## src/rtl/cordic_pipeline.sv

```systemverilog
`default_nettype none
// ============================================================================
//  Module      : cordic_pipeline
//  Description : Fully unrolled CORDIC engine with one register stage per
//                iteration. Rotation mode (arctan_en=0) rotates (x,0) by
//                degree_in. Vectoring mode (arctan_en=1) drives y to zero and
//                accumulates arctan(y/x) in z. Outputs carry the raw CORDIC
//                gain and are reduced from Q12.20 to Q7.8 with saturation.
//  Revision    : 1.0 - initial release
// ============================================================================
module cordic_pipeline #(
  parameter int INPUT_WIDTH               = 16,
  parameter int INPUT_FRAC_WIDTH          = 8,
  parameter int OUTPUT_WIDTH              = 16,
  parameter int OUTPUT_FRAC_WIDTH         = 8,
  parameter int ITERATION_NUMBER          = 6,
  parameter int ITERATION_WORD_WIDTH      = 32,
  parameter int ITERATION_WORD_FRAC_WIDTH = 20,
  parameter int FLIP_FLAG_WIDTH           = 1
) (
  input  logic                       clk,
  input  logic                       rst_n,
  input  logic                       enable,
  input  logic [OUTPUT_WIDTH-1:0]    degree_in,
  input  logic [INPUT_WIDTH-1:0]     x_in,
  input  logic [INPUT_WIDTH-1:0]     y_in,
  input  logic [FLIP_FLAG_WIDTH-1:0] flip_in,
  input  logic                       arctan_en_in,
  input  logic                       valid_in,
  output logic [OUTPUT_WIDTH-1:0]    x_out,
  output logic [OUTPUT_WIDTH-1:0]    y_out,
  output logic [OUTPUT_WIDTH-1:0]    z_out,
  output logic [FLIP_FLAG_WIDTH-1:0] flip_out,
  output logic                       arctan_en_out,
  output logic                       valid_out
);

  localparam int c_W        = ITERATION_WORD_WIDTH;
  localparam int c_N        = ITERATION_NUMBER;
  // Q7.8 sample -> Q12.20 word
  localparam int c_IN_SHIFT = ITERATION_WORD_FRAC_WIDTH - INPUT_FRAC_WIDTH;
  // integer degrees -> Q12.20 degrees
  localparam int c_Z_SHIFT  = ITERATION_WORD_FRAC_WIDTH;
  // LSBs dropped when reducing a word to the output format
  localparam int c_DROP     = ITERATION_WORD_FRAC_WIDTH - OUTPUT_FRAC_WIDTH;
  localparam int c_KEEP     = c_W - c_DROP;

  // atan(2^-idx) in degrees, tabulated with 20 fractional bits and rescaled
  // to the internal fractional width. Deep iterations fall back to the
  // small-angle approximation (180/pi) * 2^-idx.
  function automatic logic [c_W-1:0] atan_deg(input int idx);
    logic [63:0] v;
    case (idx)
      0:       v = 64'd47185920;
      1:       v = 64'd27855475;
      2:       v = 64'd14718068;
      3:       v = 64'd7471121;
      4:       v = 64'd3750058;
      5:       v = 64'd1876857;
      6:       v = 64'd938658;
      7:       v = 64'd469357;
      8:       v = 64'd234682;
      9:       v = 64'd117342;
      10:      v = 64'd58671;
      11:      v = 64'd29335;
      12:      v = 64'd14668;
      13:      v = 64'd7334;
      14:      v = 64'd3667;
      15:      v = 64'd1833;
      default: v = 64'd60078979 >> idx;
    endcase
    return c_W'((v << ITERATION_WORD_FRAC_WIDTH) >> 20);
  endfunction

  // Floor-reduce a Q12.20 word to the output width; clamp when the bits above
  // the output window are not a pure sign extension.
  function automatic logic [OUTPUT_WIDTH-1:0] reduce_sat(input logic [c_W-1:0] v);
    logic [c_KEEP-1:0]              t;
    logic [c_KEEP-OUTPUT_WIDTH:0]   top;
    logic [OUTPUT_WIDTH-1:0]        r;
    t   = v[c_W-1:c_DROP];
    top = t[c_KEEP-1:OUTPUT_WIDTH-1];
    if ((&top) || !(|top)) begin
      r = t[OUTPUT_WIDTH-1:0];
    end else begin
      r = {t[c_KEEP-1], {(OUTPUT_WIDTH-1){~t[c_KEEP-1]}}};
    end
    return r;
  endfunction

  // Stage s holds the state after s iterations; stage 0 is the input register.
  logic signed [c_W-1:0]      x_d     [0:c_N];
  logic signed [c_W-1:0]      y_d     [0:c_N];
  logic signed [c_W-1:0]      z_d     [0:c_N];
  logic [FLIP_FLAG_WIDTH-1:0] flip_d  [0:c_N];
  logic                       mode_d  [0:c_N];
  logic                       valid_d [0:c_N];

  logic signed [c_W-1:0]      x_q     [0:c_N];
  logic signed [c_W-1:0]      y_q     [0:c_N];
  logic signed [c_W-1:0]      z_q     [0:c_N];
  logic [FLIP_FLAG_WIDTH-1:0] flip_q  [0:c_N];
  logic                       mode_q  [0:c_N];
  logic                       valid_q [0:c_N];

  logic [OUTPUT_WIDTH-1:0]    x_out_d, y_out_d, z_out_d;
  logic [OUTPUT_WIDTH-1:0]    x_out_q, y_out_q, z_out_q;
  logic [FLIP_FLAG_WIDTH-1:0] flip_out_q;
  logic                       mode_out_q;
  logic                       valid_out_q;

  // Input stage: rotation starts from (x,0) with z = angle; vectoring starts
  // from (x,y) with z = 0.
  assign x_d[0]     = c_W'($signed(x_in)) << c_IN_SHIFT;
  assign y_d[0]     = arctan_en_in ? (c_W'($signed(y_in)) << c_IN_SHIFT) : '0;
  assign z_d[0]     = arctan_en_in ? '0 : (c_W'($signed(degree_in)) << c_Z_SHIFT);
  assign flip_d[0]  = flip_in;
  assign mode_d[0]  = arctan_en_in;
  assign valid_d[0] = valid_in;

  for (genvar i = 0; i < c_N; i++) begin : g_stage
    localparam logic signed [c_W-1:0] c_ATAN = atan_deg(i);

    logic signed [c_W-1:0] w_x_sh;
    logic signed [c_W-1:0] w_y_sh;
    logic                  w_ccw;

    assign w_x_sh = x_q[i] >>> i;
    assign w_y_sh = y_q[i] >>> i;
    // Counter-clockwise micro-rotation drives a positive residual angle down
    // (rotation) or a negative y up toward zero (vectoring).
    assign w_ccw  = mode_q[i] ? y_q[i][c_W-1] : ~z_q[i][c_W-1];

    assign x_d[i+1]     = w_ccw ? (x_q[i] - w_y_sh) : (x_q[i] + w_y_sh);
    assign y_d[i+1]     = w_ccw ? (y_q[i] + w_x_sh) : (y_q[i] - w_x_sh);
    assign z_d[i+1]     = w_ccw ? (z_q[i] - c_ATAN) : (z_q[i] + c_ATAN);
    assign flip_d[i+1]  = flip_q[i];
    assign mode_d[i+1]  = mode_q[i];
    assign valid_d[i+1] = valid_q[i];
  end

  assign x_out_d = reduce_sat(x_q[c_N]);
  assign y_out_d = reduce_sat(y_q[c_N]);
  assign z_out_d = reduce_sat(z_q[c_N]);

  // Advance the input register and every iteration stage on enabled edges.
  always_ff @(posedge clk or negedge rst_n) begin
    if (!rst_n) begin
      for (int s = 0; s <= c_N; s++) begin
        x_q[s]     <= '0;
        y_q[s]     <= '0;
        z_q[s]     <= '0;
        flip_q[s]  <= '0;
        mode_q[s]  <= 1'b0;
        valid_q[s] <= 1'b0;
      end
    end else if (enable) begin
      for (int s = 0; s <= c_N; s++) begin
        x_q[s]     <= x_d[s];
        y_q[s]     <= y_d[s];
        z_q[s]     <= z_d[s];
        flip_q[s]  <= flip_d[s];
        mode_q[s]  <= mode_d[s];
        valid_q[s] <= valid_d[s];
      end
    end
  end

  // Output register: capture the saturated Q7.8 results and their flags.
  always_ff @(posedge clk or negedge rst_n) begin
    if (!rst_n) begin
      x_out_q     <= '0;
      y_out_q     <= '0;
      z_out_q     <= '0;
      flip_out_q  <= '0;
      mode_out_q  <= 1'b0;
      valid_out_q <= 1'b0;
    end else if (enable) begin
      x_out_q     <= x_out_d;
      y_out_q     <= y_out_d;
      z_out_q     <= z_out_d;
      flip_out_q  <= flip_q[c_N];
      mode_out_q  <= mode_q[c_N];
      valid_out_q <= valid_q[c_N];
    end
  end

  assign x_out         = x_out_q;
  assign y_out         = y_out_q;
  assign z_out         = z_out_q;
  assign flip_out      = flip_out_q;
  assign arctan_en_out = mode_out_q;
  assign valid_out     = valid_out_q;

endmodule
`default_nettype wire

```

## config.mk

```make
export PLATFORM = sky130hd
export DESIGN_NAME = cordic_pipeline
export DESIGN_NICKNAME = d
export VERILOG_FILES = /design/src/rtl/cordic_pipeline.sv
export SDC_FILE = /design/constraint.sdc
export NUM_CORES = 2
export LEC_CHECK = 0
export ABC_AREA = 1
export CAP_MARGIN = 5
export CORE_MARGIN = 4
export CORE_UTILIZATION = 53
export CTS_BUF_LIST = sky130_fd_sc_hd__clkbuf_8
export CTS_CLUSTER_DIAMETER = 30
export CTS_CLUSTER_SIZE = 16
export DETAILED_ROUTE_END_ITERATION = 7
export PLACE_DENSITY = 0.71
export SYNTH_ARGS = -nofsm -noshare
export SYNTH_HDL_FRONTEND = slang
export SYNTH_SLANG_ARGS = --single-unit
```

## constraint.sdc

```tcl
create_clock -name clk -period 6.95 [get_ports clk]
set_input_delay 1.39 -clock clk [delete_from_list [all_inputs] [get_ports clk]]
set_output_delay 1.39 -clock clk [all_outputs]
set_load 0.05 [all_outputs]
```

Word level (Yosys, flattened, before mapping)
Index checks and enable logic that the tools add are counted.

Flip-flop bits (word level): 728.

Add/subtract/negate cells: 35. Mux-type cells: 29. Bitwise operators: 9. Reduce and logical (&&, ||, !) cells: 12.

Operators by type and width (count): 2-to-1 mux 32 bit (20); adder 32 x 28 -> 32 bit (3); subtractor 32 x 28 -> 32 bit (3); adder 32 x 27 -> 32 bit (2); adder 32 x 29 -> 32 bit (2); adder 32 x 30 -> 32 bit (2); adder 32 x 31 -> 32 bit (2); subtractor 32 x 27 -> 32 bit (2); subtractor 32 x 29 -> 32 bit (2); subtractor 32 x 30 -> 32 bit (2); subtractor 32 x 31 -> 32 bit (2); 2-to-1 mux 16 bit (3); adder 32 x 22 -> 32 bit, second input constant (1); adder 32 x 23 -> 32 bit, second input constant (1); adder 32 x 24 -> 32 bit, second input constant (1); adder 32 x 25 -> 32 bit, second input constant (1); adder 32 x 26 -> 32 bit, second input constant (1); adder 32 x 27 -> 32 bit, second input constant (1); subtractor 28 x 32 -> 32 bit (1); subtractor 32 x 22 -> 32 bit, second input constant (1); subtractor 32 x 23 -> 32 bit, second input constant (1); subtractor 32 x 24 -> 32 bit, second input constant (1); subtractor 32 x 25 -> 32 bit, second input constant (1); subtractor 32 x 26 -> 32 bit, second input constant (1); other kinds (7) (28).

Depth between registers and ports, before layout
Word-level depth: 4. Mapped depth: 25. Mapped depth without buffers: 25.

Least setup slack after synthesis
OpenSTA, ideal clock, no wires.

Path kind: reg2reg. Start: register z_q[95] (netlist name). End: register y_q, in the netlist g_stage[5].w_y_sh[17]. Arrival: 3.306 ns. Data required time: 6.820 ns. Setup slack: 3.514 ns. Cell stages (with the launch flop): 16. Buffers on the path: 1. Clock period less this slack: 3.436 ns. Path through: dfrtp_1 -> o21ai_2 -> clkbuf_1 -> a31oi_1 -> xor2_1 -> ha_1 -> fa_1 -> nand3_1 -> nand2_1 -> a21oi_1 -> o21ai_1 -> nand2_1 -> nand2_1 -> or2_2 -> nand3_1 -> o21ai_0.

Longest elaborated chain between the ends: 3.

RTL lines: start, declared (RTL line 101) `logic signed [c_W-1:0] z_q [0:c_N];`; start signal, assigned by index (RTL line 161) `z_q[s] <= z_d[s];`; NOT 1 bit (RTL line 132) `assign w_ccw = mode_q[i] ? y_q[i][c_W-1] : ~z_q[i][c_W-1];`; 2-to-1 mux 1 bit (RTL line 132); 2-to-1 mux 32 bit (RTL line 135) `assign y_d[i+1] = w_ccw ? (y_q[i] + w_x_sh) : (y_q[i] - w_x_sh);`; end signal, assigned by index (RTL line 160) `y_q[s] <= y_d[s];`; end, declared (RTL line 100) `logic signed [c_W-1:0] y_q [0:c_N];`.

No other way between the ends. A chain may end at the register's enable or synchronous reset.

Final worst setup path
Start: register y_q, in the netlist g_stage[5].w_y_sh[26]. End: register x_q[22] (netlist name).

Longest elaborated chain between the ends: 2.

RTL lines: 2-to-1 mux 1 bit (RTL line 132); 2-to-1 mux 32 bit (RTL line 134) `assign x_d[i+1] = w_ccw ? (x_q[i] - w_y_sh) : (x_q[i] + w_y_sh);`; end signal, assigned by index (RTL line 159) `x_q[s] <= x_d[s];`; end, declared (RTL line 99) `logic signed [c_W-1:0] x_q [0:c_N];`.

No other way between the ends.

==> flow_summary.ini <==
[clocking]
cts-root-buf = clkbuf_8
clk_pin_slew_ns = 0.06
clkLatencyLatePin_ns = 0.83
clockBufferDepth = 3
holdBufCountCts = 0
cts.sink_count = 534
cts_max_level = 4
post-cts-setup-buffers = 0
cts_tree = done
numCtsBuffers = 137
post_cts_resized = 0

[sta]
fin_crit_ns = 4.48
max_freq_ghz = 0.223
finalCritPeriodShare_pct = 64.4
fin_ws_ns = 2.47
setup_tns_ns = 0
hold_viol_final = 0
relSlewSlack_pct = 35.5
fin_worst_skew_ns = 0.0486
final_max_slew_viol_count = 0
worst_pin_slew_ns = 0.967
rsz0062_at_grt = no
finalSetupViolations = 0

[place]
port_buffers = 100
routabilityCongestion = 0.997
dp_slack_ns = 2.51
dp_hpwl_mm = 118

[routing]
routed_wl_mm = 150
dr.pass1.iters = 7
drc_errors = 0
drt_first_iter_violations = 3759
ant_nets = 0
routed_via_density = 5.64
vias = 48405
wl_per_cell_um = 17.4

[run]
drv_cap = 0

[setup_path]
worstPathArrival_ns = 5.18
path_max_fanout = 41
critPathMostFrequentCell = nand2_1
critPathMaxStageDelay_ns = 0.71
end_kind = flip-flop
cp_slowest_cell = dfrtp_1
critical-path-top-delay-family = buffers and inverters
crit_buf_inv = 5
crit_chain = nand2_1, o21ai_4, buf_4, inv_2, buf_4, o21ai_0, xnor2_1, inv_1, ha_1, nand2_1, inv_1, nand3_1, o21ai_0, nand2_1, nand2_1, a21oi_1, or2_2, nand3_1, nand2_1
criticalPathCategory = reg2reg
cp-start-kind = flip-flop
cp.required_ns = 7.65

[hold_path]
hold_path_class = reg2reg

[logic_synthesis]
synth_top_area_share_pct = 27.5
synth-edff-count = 0
synthTopCellsByCount = nand2_1, inv_1, nor2_1
yosysWarnings = 0
yosys-top-cells-area = dfrtp_1, nand2_1, ha_1
yosysMostFrequentCell = nand2_1
synthArstFlopShare_pct = 100
synth_nets = 7688
synth_seq_area_share_pct = 27.5
netlist.top_cell.by_area = dfrtp_1
synth-seq-cells = 534
syn_area_per_cell_sq_um = 6.76
synthesis.area_sq_mm = 0.0486
ys.flop_type = dfrtp_1
ys_types = 64
postSynthCellCount = 7189

[finish]
syn2layout_area_growth_pct = 11.1
final_core_util_pct = 59.7
nNetsFinal = 7781
regArea_sq_mm = 0.0134
drive_gt1_share_pct = 5.59
fillers = 8824
multi_input_area_sq_mm = 0.0317

[status]
status = complete, no violations

[floorplan]
io_pins = 105
start_util_pct = 53.7
die_width_um = 311
core_area_sq_mm = 0.0906
rows = 110
dieHeight_um = 311
design.die.area_sq_mm = 0.0966

[grt]
antenna_found_initial = 1
grt_pass1_vias = 46858
grt_overflow_total = 0
track_usage_pct = 30.3
grt_max_degree = 207
grt_pass1_wl_mm = 241
[layout by cell type (no fill, tap or decap), types with 127 or more instances in the layout]
master	synthesis	routed
dfrtp_1	534	534
clkbuf_8	0	159
ha_1	429	429
nand2_1	1849	1849
xor2_1	238	238
o21ai_0	563	563
xnor2_1	127	127
a21oi_1	534	534
nand3_1	441	441
nor2_1	700	700
inv_1	749	761
[flip-flops by register name, indices dropped and copies added, names as in the netlist]
| name | count |
|---|---|
| arctan_en_out | 1 |
| flip_d | 6 |
| flip_out | 1 |
| flip_q | 1 |
| g_stage.w_x_sh | 130 |
| g_stage.w_y_sh | 132 |
| mode_d | 6 |
| mode_q | 1 |
| valid_d | 6 |
| valid_out | 1 |
| valid_q | 1 |
| x_out | 16 |
| x_q | 22 |
| y_out | 16 |
| y_q | 23 |
| z_out | 16 |
| z_q | 155 |
[worst paths after layout]
check                                              to                  start  slack [ns]  cells after the start
worst max-delay path                          x_q[22]  g_stage[5].w_y_sh[26]        2.47                     19
worst min-delay path                         z_q[128]               z_q[128]        0.46                      1
min in group asynchronous                    z_out[2]                  rst_n        0.55                      1
worst max register to register                x_q[22]  g_stage[5].w_y_sh[26]        2.47                     19
worst min register to register               z_q[128]               z_q[128]        0.46                      1
max in group asynchronous       g_stage[3].w_y_sh[26]                  rst_n        5.07                      2
[area by class of cell]
class	count	share of cell area, %
clock inverter	92	2.24
timing repair buffer	123	2.31
inverter	762	5.31
clock buffer	159	4.05
multi-input combinational	5724	58.6
tap	1176	2.72
antenna	5	0.0232
sequential	534	24.7
[worst register-to-register path, delay by kind of cell, from the launching register on]
family                   cells  cell delay (ns)
XOR/XNOR                     1             0.16
buffers and inverters        5             1.31
AND/OR/NAND/NOR              8             1.09
flip-flops                   1             0.71
AO/OA/AOI/OAI                4             0.72
adder cells (fa/ha/maj)      1             0.36
[cells by family (layout without fill, tap and decap cells)]
logic type / Yosys count / count (layout) / synth area share (%)
DFF: 534 / 534 / 27.5
adders and majority gates: 445 / 445 / 11.7
muxes: 1 / 1 / 0.0206
AOI/OAI and AO/OA: 1505 / 1505 / 17.1
xor gates and xnor gates: 367 / 367 / 6.64
buffers and inverters: 931 / 1136 / 7.41
and+or+nand+nor: 3406 / 3406 / 29.6
other: 0 / 5 / 0
[through the flow]
step                std cells  hold slack (ns)  instance area [sq um]
CTS                      8570            0.467                  54000
detailed placement       8319            0.452                  50600
global route             8575            0.486                  54000
global placement         8319            0.452                  50600
finish                   8575            0.460                  54000
floorplan                7189            0.437                  48600
[per-layer routing]
layer,track usage (%),share of wire [%],up-vias
met1,38.5,43,22466
li1,-,-,24156
met5,0,0,-
met4,12.7,4.2,0
met3,3.65,4.8,371
met2,52.4,48,1412
Power is left out: the tool's default activity adds up to more than one toggle a clock period on the data nets, which glitch-free logic cannot reach.
